===== src/rtl/pipe_stage_reg_if.sv =====
// Valid/ready bus around one elastic pipeline register: upstream (in_*) and downstream (out_*) sides.
// The register uses the slave modport; whoever drives the inputs and consumes the output uses master.
interface pipe_stage_reg_if #(
   parameter int WIDTH = 32
);
   logic             in_valid;
   logic             in_ready;
   logic [WIDTH-1:0] in_data;
   logic             out_valid;
   logic             out_ready;
   logic [WIDTH-1:0] out_data;

   modport master (
      output in_valid, in_data, out_ready,
      input  in_ready, out_valid, out_data
   );

   modport slave (
      input  in_valid, in_data, out_ready,
      output in_ready, out_valid, out_data
   );
endinterface


===== src/rtl/pipe_stage_reg.sv =====
// Elastic DEPTH-stage pipeline register with valid/ready handshake, bubble collapsing and flush.
// Optional occupancy counter port enabled by defining PIPE_STAGE_REG_OCC_EN.
module pipe_stage_reg #(
   parameter int               WIDTH     = 32,
   parameter int               DEPTH     = 1,
   parameter logic [WIDTH-1:0] RESET_VAL = '0
) (
   input  logic                       clk,
   input  logic                       rst,
   input  logic                       flush,
`ifdef PIPE_STAGE_REG_OCC_EN
   output logic [$clog2(DEPTH+1)-1:0] occupancy,
`endif
   pipe_stage_reg_if.slave            bus
);

   logic [DEPTH-1:0] r_vld;
   logic [WIDTH-1:0] r_data [DEPTH];

   logic [DEPTH:0]   w_rdy;
   logic [DEPTH-1:0] w_src_vld;
   logic [WIDTH-1:0] w_src_data [DEPTH];

   // Ready ripples backwards: any empty stage lets everything upstream of it advance.
   always_comb begin
      w_rdy        = '0;
      w_rdy[DEPTH] = bus.out_ready;
      for (int i = DEPTH - 1; i >= 0; i--) begin
         w_rdy[i] = !r_vld[i] || w_rdy[i+1];
      end
   end

   always_comb begin
      w_src_vld     = '0;
      w_src_vld[0]  = bus.in_valid;
      w_src_data[0] = bus.in_data;
      for (int i = 1; i < DEPTH; i++) begin
         w_src_vld[i]  = r_vld[i-1];
         w_src_data[i] = r_data[i-1];
      end
   end

   // Stage registers: valid bits are cleared by flush, data only moves with a valid payload.
   always_ff @(posedge clk) begin
      if (!rst) begin
         r_vld <= '0;
         for (int i = 0; i < DEPTH; i++) begin
            r_data[i] <= RESET_VAL;
         end
      end else begin
         for (int i = 0; i < DEPTH; i++) begin
            if (flush) begin
               r_vld[i] <= 1'b0;
            end else if (w_rdy[i]) begin
               r_vld[i] <= w_src_vld[i];
               if (w_src_vld[i]) begin
                  r_data[i] <= w_src_data[i];
               end
            end
         end
      end
   end

   assign bus.in_ready  = w_rdy[0];
   assign bus.out_valid = r_vld[DEPTH-1];
   assign bus.out_data  = r_data[DEPTH-1];

`ifdef PIPE_STAGE_REG_OCC_EN
   localparam int OCC_W = $clog2(DEPTH + 1);

   logic [OCC_W-1:0] r_occ;
   logic             w_in_xfer;
   logic             w_out_xfer;

   assign w_in_xfer  = bus.in_valid && w_rdy[0];
   assign w_out_xfer = r_vld[DEPTH-1] && bus.out_ready;

   always_ff @(posedge clk) begin
      if (!rst || flush) begin
         r_occ <= '0;
      end else begin
         r_occ <= r_occ + OCC_W'(w_in_xfer) - OCC_W'(w_out_xfer);
      end
   end

   assign occupancy = r_occ;
`endif

endmodule


===== src/flat_wrapper.sv =====
// flat-port wrapper written by rule: the top's interface ports become plain ports
module pipe_stage_reg_flat 
#(
   parameter int               WIDTH     = 32,
   parameter int               DEPTH     = 1,
   parameter logic [WIDTH-1:0] RESET_VAL = '0
)
  (clk, rst, flush, bus_in_valid, bus_in_data, bus_out_ready, bus_in_ready, bus_out_valid, bus_out_data);
  pipe_stage_reg_if #(.WIDTH(WIDTH)) bus_i ();
  input  logic clk;
  input  logic rst;
  input  logic flush;
  input wire logic [$bits(bus_i.in_valid)-1:0] bus_in_valid;
  input wire logic [$bits(bus_i.in_data)-1:0] bus_in_data;
  input wire logic [$bits(bus_i.out_ready)-1:0] bus_out_ready;
  output wire logic [$bits(bus_i.in_ready)-1:0] bus_in_ready;
  output wire logic [$bits(bus_i.out_valid)-1:0] bus_out_valid;
  output wire logic [$bits(bus_i.out_data)-1:0] bus_out_data;
  assign bus_i.in_valid = bus_in_valid;
  assign bus_i.in_data = bus_in_data;
  assign bus_i.out_ready = bus_out_ready;
  assign bus_in_ready = bus_i.in_ready;
  assign bus_out_valid = bus_i.out_valid;
  assign bus_out_data = bus_i.out_data;
  pipe_stage_reg #(.WIDTH(WIDTH), .DEPTH(DEPTH), .RESET_VAL(RESET_VAL)) u_core (.clk(clk), .rst(rst), .flush(flush), .bus(bus_i));
endmodule

===== config.mk =====
export PLATFORM = sky130hd
export DESIGN_NAME = pipe_stage_reg_flat
export DESIGN_NICKNAME = d
export VERILOG_FILES = /design/src/rtl/pipe_stage_reg_if.sv /design/src/rtl/pipe_stage_reg.sv /design/src/flat_wrapper.sv
export SDC_FILE = /design/constraint.sdc
export NUM_CORES = 1
export LEC_CHECK = 0
export BUFFER_PORTS_ARGS = -buffer_cell sky130_fd_sc_hd__buf_4
export CORE_ASPECT_RATIO = 0.5
export CORE_MARGIN = 2
export CORE_UTILIZATION = 40
export CTS_BUF_LIST = sky130_fd_sc_hd__clkbuf_4 sky130_fd_sc_hd__clkbuf_8
export CTS_CLUSTER_DIAMETER = 120
export DETAILED_ROUTE_END_ITERATION = 6
export PLACE_DENSITY_LB_ADDON = 0.3
export SLEW_MARGIN = 20
export SYNTH_ARGS = -nofsm -noshare
export SYNTH_HDL_FRONTEND = slang
export SYNTH_SLANG_ARGS = --single-unit
export TNS_END_PERCENT = 50

===== constraint.sdc =====
create_clock -name clk -period 4 [get_ports clk]
set_input_delay 0.8 -clock clk [delete_from_list [all_inputs] [get_ports clk]]
set_output_delay 0.8 -clock clk [all_outputs]
set_load 0.005 [all_outputs]

== After elaboration in Yosys (flattened, before gate mapping) ==
Memory sizes are Yosys's and may differ from the RTL's.
Index checks and enable logic that the tools add are counted.

* Muxes and demuxes: 8
* Divide/modulo/power cells: 0
* Bitwise gates (word level): 1
* Add/subtract/negate cells: 0
* Reduce and logical (&&, ||, !) cells: 4
* Multiply operators: 0
* Shifts and indexed selects: 0
* Equal/unequal tests: 0
* Magnitude comparators: 0

{| class="wikitable"
|+ Operators by type and width
! cell !! count
|-
| two-way mux 32 bit || 1
|-
| OR reduction 32 bit || 1
|-
| two-way mux 1 bit || 7
|-
| OR reduction 2 bit || 1
|-
| logical NOT 1 bit || 1
|-
| logical OR 1 bit || 1
|-
| inverter 1 bit || 1
|}

* Latch bits: 0
* Memory bits (writable): 32
* Memories kept: 1
* Bits of input ports: 37
* ROM bits: 0
* Bits in registers: 1

{| class="wikitable"
|+ Memory list
! memory !! depth !! width !! read ports !! clocked after Yosys merged registers in !! write ports !! line !! text
|-
| u_core.r_data || 1 || 32 || 1 || 0 || 1 || pipe_stage_reg.sv:18 || <nowiki>logic [WIDTH-1:0] r_data [DEPTH];</nowiki>
|}

== Logic depth before layout (Yosys ltp) ==
Gate-level depths: netlist of run 1.

* Depth after elaboration: 8
* Depth in mapped cells: 4
* Mapped depth without buffers: 2

== Worst setup path before layout of run 1 ==
Ideal clock, no wire load.

* Kind: input to register
* Start: input flush
* End: memory u_core.r_data[0][0], enable pin
* Buffers on the path: 1
* Arrival time: 3.351 ns
* Path slack: 0.184 ns
* Cell stages on the path: 3
* Cell sequence: nand2b_4 buf_6 o21ai_0

* Cells in the longest elaborated chain, start to end: 5

{| class="wikitable"
|+ RTL lines
! item !! line !! text
|-
| start, declared || flat_wrapper.sv:12 || <nowiki>input logic flush;</nowiki>
|-
| two-way mux 1 bit (*) || pipe_stage_reg.sv:52 || <nowiki>if (flush) begin</nowiki>
|-
| two-way mux 1 bit (*) || pipe_stage_reg.sv:45 || <nowiki>if (!rst) begin</nowiki>
|-
| two-way mux 1 bit (implied by the code) (*) || pipe_stage_reg.sv:57 || <nowiki>r_data[i] <= w_src_data[i];</nowiki>
|-
| OR reduction 32 bit (no source line) || -- ||
|-
| two-way mux 1 bit (no source line) (*) || -- ||
|-
| end, declared || pipe_stage_reg.sv:18 ||
|}

Mark *: on every way between the ends. The rest lies on a longest branch, timed or not.

== Worst setup path in the final report of run 1 ==
* Start: input bus_out_ready
* End: output bus_in_ready

* Cells in the longest elaborated chain, start to end: 1

{| class="wikitable"
|+ RTL lines
! item !! line !! text
|-
| start, declared || flat_wrapper.sv:15 || <nowiki>input wire logic [$bits(bus_i.out_ready)-1:0] bus_out_ready;</nowiki>
|-
| logical OR 1 bit || pipe_stage_reg.sv:29 || <nowiki>w_rdy[i] = !r_vld[i] || w_rdy[i+1];</nowiki>
|-
| end, declared || flat_wrapper.sv:16 || <nowiki>output wire logic [$bits(bus_i.in_ready)-1:0] bus_in_ready;</nowiki>
|}

No other way between the ends.

==> results of run 1 <==
[critical path: stages]
cell and delay [ps]:
buf_4 120, nor2b_4 520, inv_1 90, buf_4 160
[kinds of logic after synthesis]
logic type	Yosys count	synth area share, %
AO/OA/AOI/OAI	2	0.939
flip-flops	33	61.4
AND/OR/NAND/NOR	66	28.7
buffers and inverters	14	9.01
[power by group]
group | total (mW) | internal [mW] | switching [mW]
clock | 0.237 | 0.127 | 0.110
sequential | 0.407 | 0.401 | 0.00609
combinational | 0.102 | 0.0542 | 0.0478
total | 0.746 | 0.582 | 0.163
[synth_stat cells]
master,number,area (sq um)
buf_6,5,56.3
nor3_2,30,300
buf_12,3,60.1
nor3_1,2,10.0
o211a_1,1,10.0
nand2_1,32,120
inv_1,2,7.51
o21ai_0,1,5.00
edfxtp_1,32,961
dfxtp_1,1,20.0
nand2b_4,1,13.8
buf_2,4,20.0
nor2b_4,1,13.8
[metal layers]
metal,vias up,share of wire (%)
met5,-,0
met4,0,0.96
met1,470,44
li1,533,-
met2,40,48
met3,2,6.9
[area by class of cell]
cell class	instances	area, sq um	area share [%]
Multi-Input combinational cell	68	484	22.4
Inverter	2	7.51	0.348
Clock inverter	2	10.0	0.463
Sequential cell	33	981	45.4
Clock buffer	6	76.3	3.53
Tap cell	54	67.6	3.13
Timing Repair Buffer	71	533	24.7
[placed cells by master (no fill, tap or decap)]
| cell type | n |
|---|---|
| buf_4 | 71 |
| clkbuf_4 | 1 |
| clkbuf_8 | 5 |
| clkinv_2 | 2 |
| dfxtp_1 | 1 |
| edfxtp_1 | 32 |
| inv_1 | 2 |
| nand2_1 | 32 |
| nand2b_4 | 1 |
| nor2b_4 | 1 |
| nor3_1 | 2 |
| nor3_2 | 30 |
| o211a_1 | 1 |
| o21ai_4 | 1 |
[worst min path at each step]
| stage | startpoint | endpoint | slack [ps] |
|---|---|---|---|
| 2_1_floorplan | u_core.bus.out_valid | u_core.bus.out_valid | 740 |
| 3_3_place_gp | u_core.bus.out_valid | u_core.r_data[0][11] | 810 |
| 3_5_place_dp | u_core.bus.out_valid | u_core.r_data[0][22] | 820 |
| 4_1_cts | flush | u_core.bus.out_valid | 770 |
| 5_1_grt | flush | u_core.bus.out_valid | 790 |
| 6_report | flush | u_core.bus.out_valid | 780 |
[sequential cells by signal (all words and copies together) (netlist names)]
register and flops:
u_core.r_data 32, u_core.bus.out_valid 1
[stage by stage]
step | setup WS, ps | util (%)
floorplan | 184 | -
global placement | 1460 | 53.7
detailed placement | 1420 | 53.7
CTS | 1500 | 55.9
global route | 1450 | 55.9
finish | 1510 | 55.9
==> results.toml, run 1 <==
[status]
status = "finished, final reports clean"

[clock_tree]
postCtsSetupBuffers = 0
clkSinkCount = 33
worstSkewPairLatency_ps = 270
cts_resized = 0
numCtsBuffers = 5
cts_max_level = 2
cts_tree = "yes"
root_buffer = "clkbuf_8"
clock_path_buffers = 2
clkTransAtPathRegs_ps = 60
hold_buffers = 0

[sta]
finalHoldViolations = 0
max_freq_mhz = 402
layout_min_cycle_time_ps = 2490
tns_ps = 0
hold_slack_ps = 781
clock_skew_ps = 7.42
rsz0062_at_grt = "false"
period_share_pct = 62.3
setup_viol = 0
relSlewSlack_pct = 36.4
drv_slew = 0
worstMarginPinSlew_ps = 951

[worst_setup_path]
critPathCaptureType = "output port"
required_ps = 3200
worstPathArrival_ps = 1690
path_max_fanout = 18
worst_setup_path_start_kind = "primary input"
cp-endpoint = "bus_in_ready"
r2r_slack_ps = 2300
r2r_end = "u_core.r_data[0][12]"
path_class = "primary input to output port"
r2r_start = "u_core.bus.out_valid"
crit_start = "bus_out_ready"
rr_worst_depth = 2

[global_route]
use_met2_pct = 21.2
grt_antenna_before_repair = 0
grt_pass1_wl_microns = 4660
grt_busiest_layer = "met2"
grt.total_usage_pct = 13.6
grt_max_degree = 35
grt_pass1_vias = 1034
use_met1_pct = 17.5
met3_usage_pct = 4.83
overflow = 0

[cells_and_area]
drive_gt1_share_pct = 61.5
fin_area_sq_mm = 0.00216
fin_cells = 236
nets = 218
syn_to_final_growth_pct = 35.2
nFillCells = 338
antenna_cells = 0

[placement]
dp.cells = 228
dpl-instance-area_sq_mm = 0.00207
io_buffer_count = 70
place_congestion = 0.674

[synth]
postSynthAreaPerCell_sq_um = 13.9
synth_cells = 115
netlist_area_sq_mm = 0.00160
ys_types = 13
syn_nets = 152
ys_ff_latch = 33
ys_seq_area_share_pct = 61.4
ys_warn_count = 0

[flow_run]
maxCapViolCount = 0

[power_and_ir_drop]
p_per_area_mw_per_mm2 = 345
peakVddDrop_mv = 0.188
power_leakage_nw = 0.919
total_power_mw = 0.746

[detailed_routing]
drtAntennaViolNets = 0
wl_per_cell_microns = 12.0
vias = 1045
viasPerCell = 4.43
drt_iter0_drc = 39
wl_microns = 2830
dr.pass1.iters = 4
drc = 0

[die]
core_area_sq_mm = 0.00386
num_io_pins = 71
start_util_pct = 41.4
std_cell_rows = 16
fp.dieW_microns = 93.4
die_area_sq_mm = 0.00455
die_y_microns = 48.7

[min_path]
holdPathStages = 3
hp-class = "primary input to register"
(Power assumes the default switching activity.)
==> run 2, diff against run 1 <==
ABC_AREA = 1   (was default)
clock period = 2.3 ns   (was 4 ns; I/O delays follow)
==> run 2 against run 1 <==
Net effect:
- die area shrank 11%
- first-iteration DRC count shrank 5.1%
- hold slack worse by 330 ps
- count of clock-buffer cells in the layout is 2 higher
- sequential cell count did not move
- setup slack lost 530 ps
- synthesized cell count fell by 4.3%
- register-to-register slack worse by 1200 ps
- clock power is 93% higher
- largest power group unchanged
==> results.toml, run 2 <==
[die]
start_util_pct = 41.4
die_area_sq_mm = 0.00404
num_io_pins = 71
std_cell_rows = 15
core_area_sq_mm = 0.00340
die_y_microns = 45.9
fp.dieW_microns = 87.9

[cells_and_area]
largest_register_ffs = 32
drive_gt1_share_pct = 60.4
final_common_cell = "buf_4"
antenna_cells = 0
nets = 223
final_util_pct = 61.1
mostFrequentLayoutCells = "buf_4, inv_1, edfxtp_1"
fin_cells = 238
top_register = "u_core.r_data"
syn_to_final_growth_pct = 47.5
fin_area_sq_mm = 0.00208

[global_route]
grt_pass1_wl_microns = 3930
overflow = 0
grt_pass1_vias = 886
grt.total_usage_pct = 13.8
grt_antenna_before_repair = 0
grt_max_degree = 33

[synth]
synth_cells = 110
postSynthAreaPerCell_sq_um = 12.8
synth_top_area_share_pct = 68.3
synth_simple_gate_area_share_pct = 18.2
ys.flop_type = "edfxtp_1"
ys_warn_count = 0
synth_adder_area_share_pct = 0
syn_nets = 147
ys_seq_area_share_pct = 69.7
ys_top_cells_by_count = "inv_1, edfxtp_1, nor2_2"
synth-edff-count = 32
async_reset_ff_share_pct = 0
synthTopCellsByArea = "edfxtp_1, nor2_2, inv_1"
ys_types = 11
synth_xor_area_share_pct = 0
synth-compound-area-share_pct = 0.356
synth_top_family_by_area = "simple AND/OR/NAND/NOR gates"
yosysTopAreaCell = "edfxtp_1"
synth_most_common_cell = "inv_1"
muxShareOfSynthArea_pct = 0
netlist_area_sq_mm = 0.00141
ys_ff_latch = 33

[worst_setup_path]
crit_start = "bus_out_ready"
critPathCaptureType = "output port"
path_class = "primary input to output port"
r2r_end = "u_core.r_data[0][16]"
path_max_fanout = 4
r2r_start = "u_core.bus.out_valid"
r2r_slack_ps = 1050
worstPathArrival_ps = 860
required_ps = 1840
rr_worst_depth = 3
worst_setup_path_start_kind = "primary input"

[sta]
worstMarginPinSlew_ps = 589
setup_viol = 0
max_freq_mhz = 757
layout_min_cycle_time_ps = 1320
rsz0062_at_grt = "false"
hold_slack_ps = 449
relSlewSlack_pct = 60.8
finalHoldViolations = 0
clock_skew_ps = 4.06
tns_ps = 0
drv_slew = 0
final.setup.worst_slack_ps = 979
period_share_pct = 57.4

[detailed_routing]
vias = 952
viasPerCell = 4.00
dr.pass1.iters = 4
drtAntennaViolNets = 0
wl_per_cell_microns = 10.4
wl_microns = 2470
drt_iter0_drc = 37
drc = 0

[clock_tree]
cts_tree = "yes"
cts_max_level = 2
worstSkewPairLatency_ps = 270
root_buffer = "clkbuf_8"
clkSinkCount = 33
clock_path_buffers = 2
clkTransAtPathRegs_ps = 60
hold_buffers = 0
postCtsSetupBuffers = 0
numCtsBuffers = 5
cts_resized = 0

[min_path]
hp-class = "primary input to register"
holdPathStages = 4
worstHoldStart = "flush"
holdPathEnd = "u_core.bus.out_valid"

[placement]
hpwl_microns = 1890
io_buffer_count = 70
dpl-instance-area_sq_mm = 0.00198
dp_slack_ps = 705
dp.cells = 230
place_congestion = 0.654

[power_and_ir_drop]
total_power_mw = 1.33
power_leakage_nw = 1.03
peakVddDrop_mv = 0.292
p_per_area_mw_per_mm2 = 639

[flow_run]
maxCapViolCount = 0

[status]
status = "finished, final reports clean"
-- run 2: changes by cell type after synthesis, moves of 3 or more --
cell and delta:
buf_2 -4, nor2_2 +27, nor3_2 -30, nand2_1 -29, buf_12 -3, nor2_4 +4
inv_1 +33
-- run 2: critical path, cell delays in order --
cell and delay [ps]:
buf_4 110, inv_1 60, nand2_2 80, buf_4 150
-- run 2: worst max path at each step --
stage	to	slack, ps	cells after the start
after floorplan	u_core.r_data[0][0]	540	4
after global placement	u_core.r_data[0][6]	780	4
after detailed placement	u_core.r_data[0][15]	700	4
after CTS	bus_in_ready	980	2
after global routing	u_core.r_data[0][29]	910	5
final	bus_in_ready	980	4
-- run 2: power by group --
group | total (mW) | switching (mW) | internal (mW)
registers | 0.707 | 0.00991 | 0.697
logic | 0.162 | 0.0696 | 0.0922
clock network | 0.458 | 0.191 | 0.267
total | 1.33 | 0.270 | 1.06
-- run 2: area by class of cell --
cell class,count,area (sq um)
fill,298,1320
sequential,33,981
timing repair buffer,72,541
multi-input combinational,39,262
inverter,35,131
clock buffer,8,97.6
tap,51,63.8
-- run 2: kinds of logic (layout without fill, tap and decap cells) --
kind of cell / Yosys count / after routing
DFF: 33 / 33
AOI/OAI and AO/OA: 1 / 1
buffers and inverters: 38 / 115
and+or+nand+nor: 38 / 38
-- run 2: per-layer routing --
| metal | routed length [microns] | share of wire, % | global-route usage (%) | up-vias |
|---|---|---|---|---|
| met4 | 27 | 1.1 | 5.54 | 0 |
| met3 | 143 | 5.8 | 4.71 | 2 |
| met1 | 856 | 35 | 15.3 | 445 |
| met5 | 0 | 0 | 0 | - |
| met2 | 1440 | 58 | 25.0 | 26 |
| li1 | - | - | - | 479 |
